`src/rtl/alu_mc_if.sv`:
```
// Request/result bundle for the multi-cycle ALU.
// The CPU control side is the master, and the ALU is the slave.
interface alu_mc_if #(
    parameter int WIDTH = 32
);
    logic             start;
    logic [4:0]       op;
    logic [WIDTH-1:0] a;
    logic [WIDTH-1:0] b;
    logic [WIDTH-1:0] r;
    logic [WIDTH-1:0] hi;
    logic             z;
    logic             busy;
    logic             done;
    logic             dz;

    modport master (output start, op, a, b, input r, hi, z, busy, done, dz);
    modport slave  (input start, op, a, b, output r, hi, z, busy, done, dz);
endinterface

```
`src/rtl/alu_mc.sv`:
```
// Multi-cycle ALU: registered single-cycle ops plus shift-add multiply and restoring divide.
// Define ALU_DIV_EN to compile in the divider; without it, div/divu complete as illegal ops.
module alu_mc #(
    parameter int WIDTH = 32
) (
    input  logic     clk,
    input  logic     clrn,
    alu_mc_if.slave  bus
);
    localparam int SHW = $clog2(WIDTH);
    localparam logic [SHW-1:0] LAST = SHW'(WIDTH - 1);

    localparam logic [1:0] IDLE = 2'd0;
    localparam logic [1:0] MUL  = 2'd1;
`ifdef ALU_DIV_EN
    localparam logic [1:0] DIV  = 2'd2;
`endif
    localparam logic [1:0] FIX  = 2'd3;

    logic [1:0]       state_reg;
    logic [SHW-1:0]   cnt_reg;
    logic [WIDTH-1:0] acc_reg, mq_reg, mcand_reg;
    logic             neg_q_reg;
    logic [WIDTH-1:0] r_reg, hi_reg;
    logic             z_reg, done_reg, dz_reg;
`ifdef ALU_DIV_EN
    logic             neg_r_reg, bz_reg, div_reg;
    logic [WIDTH-1:0] a_reg;
`endif

    logic [WIDTH-1:0] sc_r, mag_a, mag_b, acc_next, mq_next, fix_r, fix_hi;
    logic [SHW-1:0]   shamt;
    logic             is_mul, is_div, sgn;
    logic [WIDTH:0]   mul_sum;
    logic [2*WIDTH-1:0] prod, prod_s;
`ifdef ALU_DIV_EN
    logic [WIDTH:0]   div_sh, div_diff;
    logic             div_ge;
`endif

    assign shamt  = bus.a[SHW-1:0];
    assign sgn    = ~bus.op[0];
    assign is_mul = bus.op[4] & (bus.op[3:2] == 2'b00) & ~bus.op[1];
`ifdef ALU_DIV_EN
    assign is_div = bus.op[4] & (bus.op[3:2] == 2'b00) & bus.op[1];
`else
    assign is_div = 1'b0;
`endif

    // Signed modes iterate on magnitudes; MIN maps onto itself, which is the right unsigned value.
    assign mag_a = (sgn && bus.a[WIDTH-1]) ? -bus.a : bus.a;
    assign mag_b = (sgn && bus.b[WIDTH-1]) ? -bus.b : bus.b;

    always_comb begin
        sc_r = '0;
        case (bus.op[2:0])
            3'b000: sc_r = bus.a + bus.b;
            3'b100: sc_r = bus.a - bus.b;
            3'b001: sc_r = bus.a & bus.b;
            3'b101: sc_r = bus.a | bus.b;
            3'b010: sc_r = bus.a ^ bus.b;
            3'b110: sc_r = {bus.b[WIDTH/2-1:0], {(WIDTH/2){1'b0}}};
            3'b011: sc_r = bus.b << shamt;
            3'b111: sc_r = bus.op[3] ? WIDTH'($signed(bus.b) >>> shamt) : (bus.b >> shamt);
            default: sc_r = '0;
        endcase
        if (bus.op[4]) sc_r = '0;
    end

    // One iteration: mq holds multiplier (mul) or dividend/quotient (div), acc the upper half/remainder.
    always_comb begin
        mul_sum  = {1'b0, acc_reg} + (mq_reg[0] ? {1'b0, mcand_reg} : '0);
        acc_next = mul_sum[WIDTH:1];
        mq_next  = {mul_sum[0], mq_reg[WIDTH-1:1]};
`ifdef ALU_DIV_EN
        div_sh   = {acc_reg, mq_reg[WIDTH-1]};
        div_diff = div_sh - {1'b0, mcand_reg};
        div_ge   = ~div_diff[WIDTH];
        if (div_reg) begin
            acc_next = div_ge ? div_diff[WIDTH-1:0] : div_sh[WIDTH-1:0];
            mq_next  = {mq_reg[WIDTH-2:0], div_ge};
        end
`endif
    end

    always_comb begin
        prod   = {acc_reg, mq_reg};
        prod_s = neg_q_reg ? -prod : prod;
        fix_r  = prod_s[WIDTH-1:0];
        fix_hi = prod_s[2*WIDTH-1:WIDTH];
`ifdef ALU_DIV_EN
        if (div_reg) begin
            if (bz_reg) begin
                fix_r  = '1;
                fix_hi = a_reg;
            end else begin
                fix_r  = neg_q_reg ? -mq_reg : mq_reg;
                fix_hi = neg_r_reg ? -acc_reg : acc_reg;
            end
        end
`endif
    end

    always_ff @(posedge clk or negedge clrn) begin
        if (!clrn) begin
            state_reg <= IDLE;
            cnt_reg   <= '0;
            acc_reg   <= '0;
            mq_reg    <= '0;
            mcand_reg <= '0;
            neg_q_reg <= 1'b0;
            r_reg     <= '0;
            hi_reg    <= '0;
            z_reg     <= 1'b1;
            done_reg  <= 1'b0;
            dz_reg    <= 1'b0;
`ifdef ALU_DIV_EN
            neg_r_reg <= 1'b0;
            bz_reg    <= 1'b0;
            div_reg   <= 1'b0;
            a_reg     <= '0;
`endif
        end else begin
            done_reg <= 1'b0;
            case (state_reg)
                IDLE: if (bus.start) begin
                    if (is_mul || is_div) begin
                        cnt_reg   <= '0;
                        acc_reg   <= '0;
                        mq_reg    <= mag_a;
                        mcand_reg <= mag_b;
                        neg_q_reg <= sgn & (bus.a[WIDTH-1] ^ bus.b[WIDTH-1]);
                        state_reg <= MUL;
`ifdef ALU_DIV_EN
                        neg_r_reg <= sgn & bus.a[WIDTH-1];
                        bz_reg    <= (bus.b == '0);
                        div_reg   <= is_div;
                        a_reg     <= bus.a;
                        if (is_div) state_reg <= DIV;
`endif
                    end else begin
                        r_reg    <= sc_r;
                        hi_reg   <= '0;
                        z_reg    <= (sc_r == '0);
                        done_reg <= 1'b1;
                    end
                end
`ifdef ALU_DIV_EN
                MUL, DIV: begin
`else
                MUL: begin
`endif
                    acc_reg <= acc_next;
                    mq_reg  <= mq_next;
                    cnt_reg <= cnt_reg + 1'b1;
                    if (cnt_reg == LAST) state_reg <= FIX;
                end
                FIX: begin
                    r_reg     <= fix_r;
                    hi_reg    <= fix_hi;
                    z_reg     <= (fix_r == '0);
                    done_reg  <= 1'b1;
                    state_reg <= IDLE;
`ifdef ALU_DIV_EN
                    if (div_reg) dz_reg <= bz_reg;
`endif
                end
                default: state_reg <= IDLE;
            endcase
        end
    end

    assign bus.r    = r_reg;
    assign bus.hi   = hi_reg;
    assign bus.z    = z_reg;
    assign bus.done = done_reg;
    assign bus.dz   = dz_reg;
    assign bus.busy = (state_reg != IDLE);
endmodule

```
`src/flat_wrapper.sv`:
```
// flat-port wrapper written by rule: the top's interface ports become plain ports
module alu_mc_flat 
#(
    parameter int WIDTH = 32
)
  (clk, clrn, bus_start, bus_op, bus_a, bus_b, bus_r, bus_hi, bus_z, bus_busy, bus_done, bus_dz);
  alu_mc_if #(.WIDTH(WIDTH)) bus_i ();
  input  logic clk;
  input  logic clrn;
  input wire logic [$bits(bus_i.start)-1:0] bus_start;
  input wire logic [$bits(bus_i.op)-1:0] bus_op;
  input wire logic [$bits(bus_i.a)-1:0] bus_a;
  input wire logic [$bits(bus_i.b)-1:0] bus_b;
  output wire logic [$bits(bus_i.r)-1:0] bus_r;
  output wire logic [$bits(bus_i.hi)-1:0] bus_hi;
  output wire logic [$bits(bus_i.z)-1:0] bus_z;
  output wire logic [$bits(bus_i.busy)-1:0] bus_busy;
  output wire logic [$bits(bus_i.done)-1:0] bus_done;
  output wire logic [$bits(bus_i.dz)-1:0] bus_dz;
  assign bus_i.start = bus_start;
  assign bus_i.op = bus_op;
  assign bus_i.a = bus_a;
  assign bus_i.b = bus_b;
  assign bus_r = bus_i.r;
  assign bus_hi = bus_i.hi;
  assign bus_z = bus_i.z;
  assign bus_busy = bus_i.busy;
  assign bus_done = bus_i.done;
  assign bus_dz = bus_i.dz;
  alu_mc #(.WIDTH(WIDTH)) u_core (.clk(clk), .clrn(clrn), .bus(bus_i));
endmodule
```
`config.mk`:
```
export PLATFORM = sky130hd
export DESIGN_NAME = alu_mc_flat
export DESIGN_NICKNAME = d
export VERILOG_FILES = /design/src/rtl/alu_mc_if.sv /design/src/rtl/alu_mc.sv /design/src/flat_wrapper.sv
export SDC_FILE = /design/constraint.sdc
export NUM_CORES = 1
export LEC_CHECK = 0
export ABC_AREA = 1
export CAP_MARGIN = 20
export CELL_PAD_IN_SITES_DETAIL_PLACEMENT = 1
export CELL_PAD_IN_SITES_GLOBAL_PLACEMENT = 2
export CORE_MARGIN = 4
export CORE_UTILIZATION = 29
export DETAILED_ROUTE_END_ITERATION = 7
export GPL_ROUTABILITY_DRIVEN = 1
export HOLD_SLACK_MARGIN = 0.06
export PLACE_DENSITY = 0.72
export SLEW_MARGIN = 20
export SYNTH_ARGS = -nofsm -noshare
export SYNTH_HDL_FRONTEND = slang
export SYNTH_SLANG_ARGS = --single-unit
```
`constraint.sdc`:
```
create_clock -name clk -period 3.91 [get_ports clk]
set_input_delay 0.782 -clock clk [delete_from_list [all_inputs] [get_ports clk]]
set_output_delay 0.782 -clock clk [all_outputs]
set_load 0.01 [all_outputs]
```
==> flow_metrics.py <==
metrics = {
    "status": {
        "status": "finished with violations",
        "failed_checks": "negative setup slack",
    },
    "setup_path": {
        "path_common_cell": "nand2_1",
        "crit_type": "in2reg",
        "path_max_fanout": 4,
        "cp_data_arrival_time_ns": 4.34,
        "critPathSlowestCell": "a21oi_2",
        "startpoint_type": "input port",
        "crit_required_ns": 4.30,
        "max_stage_delay_ns": 0.30,
        "endpoint_kind": "flip-flop",
    },
    "clocking": {
        "cts_buffer_depth": 2,
        "cts_hold_buf": 0,
        "clock_sinks": 170,
        "clock_latency_ns": 0.46,
        "htree_levels": 4,
        "clkTransAtPathRegs_ns": 0.08,
        "cts_tree": "yes",
        "cts_buffers": 17,
        "cts_root_buf": "clkbuf_16",
    },
    "hold_path": {
        "min_path_type": "in2async",
    },
    "logic_synthesis": {
        "ys_warn_count": 1,
        "synth_area_mm2": 0.02061,
        "syn_nets": 3654,
        "ys_ff_latch": 170,
        "synth_area_per_cell_um2": 5.982,
        "seq_area_frac_synth_pct": 20.65,
        "synth.distinct_cells": 67,
        "synth_cells": 3445,
    },
    "drt": {
        "viasPerCell": 5.420,
        "dr.pass1.iters": 5,
        "wl_um": 124700,
        "drtIter0Drc": 2476,
        "vias": 26770,
        "wl_per_cell_um": 25.25,
        "ant_nets": 0,
        "drc_errors": 0,
    },
    "floorplan": {
        "rows": 97,
        "coreArea_mm2": 0.07027,
        "dieArea_mm2": 0.07539,
        "io_pins": 140,
        "initial_utilization_pct": 29.33,
        "die_x_um": 274.6,
        "die_h_um": 274.6,
    },
    "power": {
        "swShare_pct": 53.07,
        "ir_drop_v": 0.0005976,
        "power_frac_comb_pct": 66.3,
        "p_clk_share_pct": 12.5,
        "leakage_nw": 14.47,
        "powerDensity_mw_per_mm2": 478.6,
        "internal_power_w": 0.006431,
        "p_sw_w": 0.007274,
        "seqPwrFrac_pct": 21.2,
    },
    "placement": {
        "portBuffers": 138,
        "finalWeightedCongestion": 1.056,
        "dp_hpwl_um": 103000,
    },
    "global_route": {
        "grt_pass1_wl_um": 181100,
        "overflow": 0,
        "grtUsageTotal_pct": 32.20,
        "grt_max_degree": 108,
        "antenna_found_initial": 4,
        "grt_pass1_vias": 27110,
    },
    "timing": {
        "slew_headroom_pct": 33.87,
        "finalCritPeriodShare_pct": 100.9,
        "finalHoldViolations": 0,
        "setup_viol": 1,
        "fin_skew_ns": 0.01278,
        "slew_viol_final": 0,
        "fin_ws_ns": -0.03651,
        "max_freq_mhz": 253.4,
        "rsz0062_at_grt": "true",
        "period_needed_ns": 3.947,
        "worstMarginPinSlew_ns": 0.9920,
        "fin_setup_tns_ns": -0.03651,
    },
    "layout": {
        "utilization_pct": 40.75,
        "final_common_cell": "nand2_1",
        "nets": 4193,
        "syn2layout_area_growth_pct": 38.94,
        "drive_gt1_share_pct": 22.47,
        "final_cell_mix": "nand2_1 (991), buf_4 (497), nand3_1 (368)",
    },
    "run": {
        "cap_violations": 0,
    },
}
-- final timing paths --
check | start | to | slack [ns] | cells after the start
worst max-delay path | bus_b[0] | u_core.bus.z | -0.04 | 30
worst min-delay path | clrn | u_core.bus.hi[29] | 0.41 | 1
worst max register to register | u_core.mq_reg[0] | u_core.acc_reg[27] | 0.54 | 15
worst min register to register | u_core.bus.hi[12] | u_core.bus.hi[12] | 0.48 | 2
max in group asynchronous | clrn | u_core.bus.hi[3] | 2.61 | 2
min in group clk | u_core.bus.hi[12] | u_core.bus.hi[12] | 0.48 | 2
-- cells by family (layout without fill, tap and decap cells) --
| logic type | Yosys count | count (layout) | synth area share (%) |
|---|---|---|---|
| xor+xnor | 72 | 72 | 3.060 |
| fa+ha+maj | 137 | 137 | 8.391 |
| simple gates | 1874 | 1874 | 39.38 |
| flops | 170 | 170 | 20.65 |
| compound gates | 652 | 652 | 18.07 |
| other cells | 1 | 3 | 0.01820 |
| buf+inv | 539 | 1091 | 10.43 |
-- layout make-up --
cell class	count	area, um2
inverters	387	1478
repair buffers	672	5639
fillers	9153	41640
multi-input cells	2736	15510
diodes	2	5.005
clock inverters	14	125.1
clock buffers	18	439.2
flip-flops and latches	170	4257
well taps	940	1176
-- critical path, delay by kind of cell --
family / cells / cell delay (ns)
buffers and inverters: 8 / 0.77
and+or+nand+nor: 17 / 1.62
AOI/OAI and AO/OA: 3 / 0.61
xor gates and xnor gates: 1 / 0.25
adders and majority gates: 1 / 0.27
-- synthesized netlist by cell type, drive strengths merged --
library cell,instances,area share (%)
nand3,411,10
nand4,44,1.5
o2111ai,10,0.42
clkbuf,80,1.5
o211ai,24,0.87
nor2,267,5.2
a21o,3,0.11
o21bai,12,0.44
nand2,1054,19
a22oi,2,0.073
o21a,9,0.33
buf,72,1.9
xor2,69,2.9
or2,6,0.18
nor4,24,0.80
and2,14,0.42
a21boi,3,0.11
o21ai,279,6.8
a221oi,1,0.043
a21oi,218,5.3
o31ai,6,0.24
or3,1,0.030
clkinv,5,0.091
o2111a,4,0.22
nand3b,6,0.28
a22o,9,0.38
o221ai,26,1.1
dfrtp,169,21
o22ai,18,0.55
a32o,5,0.24
dfstp,1,0.13
inv,382,7.0
a211oi,10,0.36
nor3,46,1.4
xnor2,3,0.13
o32ai,1,0.043
a31oi,11,0.33
conb,1,0.018
nor3b,1,0.036
ha,135,8.2
fa,2,0.19
o221a,1,0.055
-- through the flow --
stage          cells  power (W)  cell area (um2)  setup WS (ns)  hold slack, ns
3_5_place_dp    4838    0.01159            26210         -1.632          0.4653
2_1_floorplan   3445   0.007931            20610        -0.1636          0.4493
5_1_grt         4937    0.01478            28630        -0.2019          0.4930
6_report        4939    0.01370            28630       -0.03651          0.4084
4_1_cts         4910    0.01351            27650        -0.1519          0.4716
3_3_place_gp    4838    0.01140            26210         -1.643          0.4629
-- power groups by stage --
stage | Clock [W] | Sequential [W] | Combinational [W]
after floorplan | 0 | 0.00283 | 0.00510
after global placement | 0 | 0.00290 | 0.00851
after detailed placement | 0 | 0.00293 | 0.00866
after CTS | 0.00175 | 0.00290 | 0.00886
after global routing | 0.00181 | 0.00300 | 0.00996
final | 0.00171 | 0.00291 | 0.00909
-- per-layer routing --
layer  share of wire, %  GRT usage, %  vias up
li1                   -             -    12520
met1                 45         44.04    13210
met2                 45         51.70      834
met3                4.9         2.800      198
met4                5.4         14.57        6
met5              0.037             0        -
-- repair_timing --
action / CTS / global route
gates resized for setup: 226 / 212
setup buffers: 41 / 29
pin swaps: 72 / 95
endpoints found under the setup margin: 28 / 29
(Power assumes the default switching activity.)
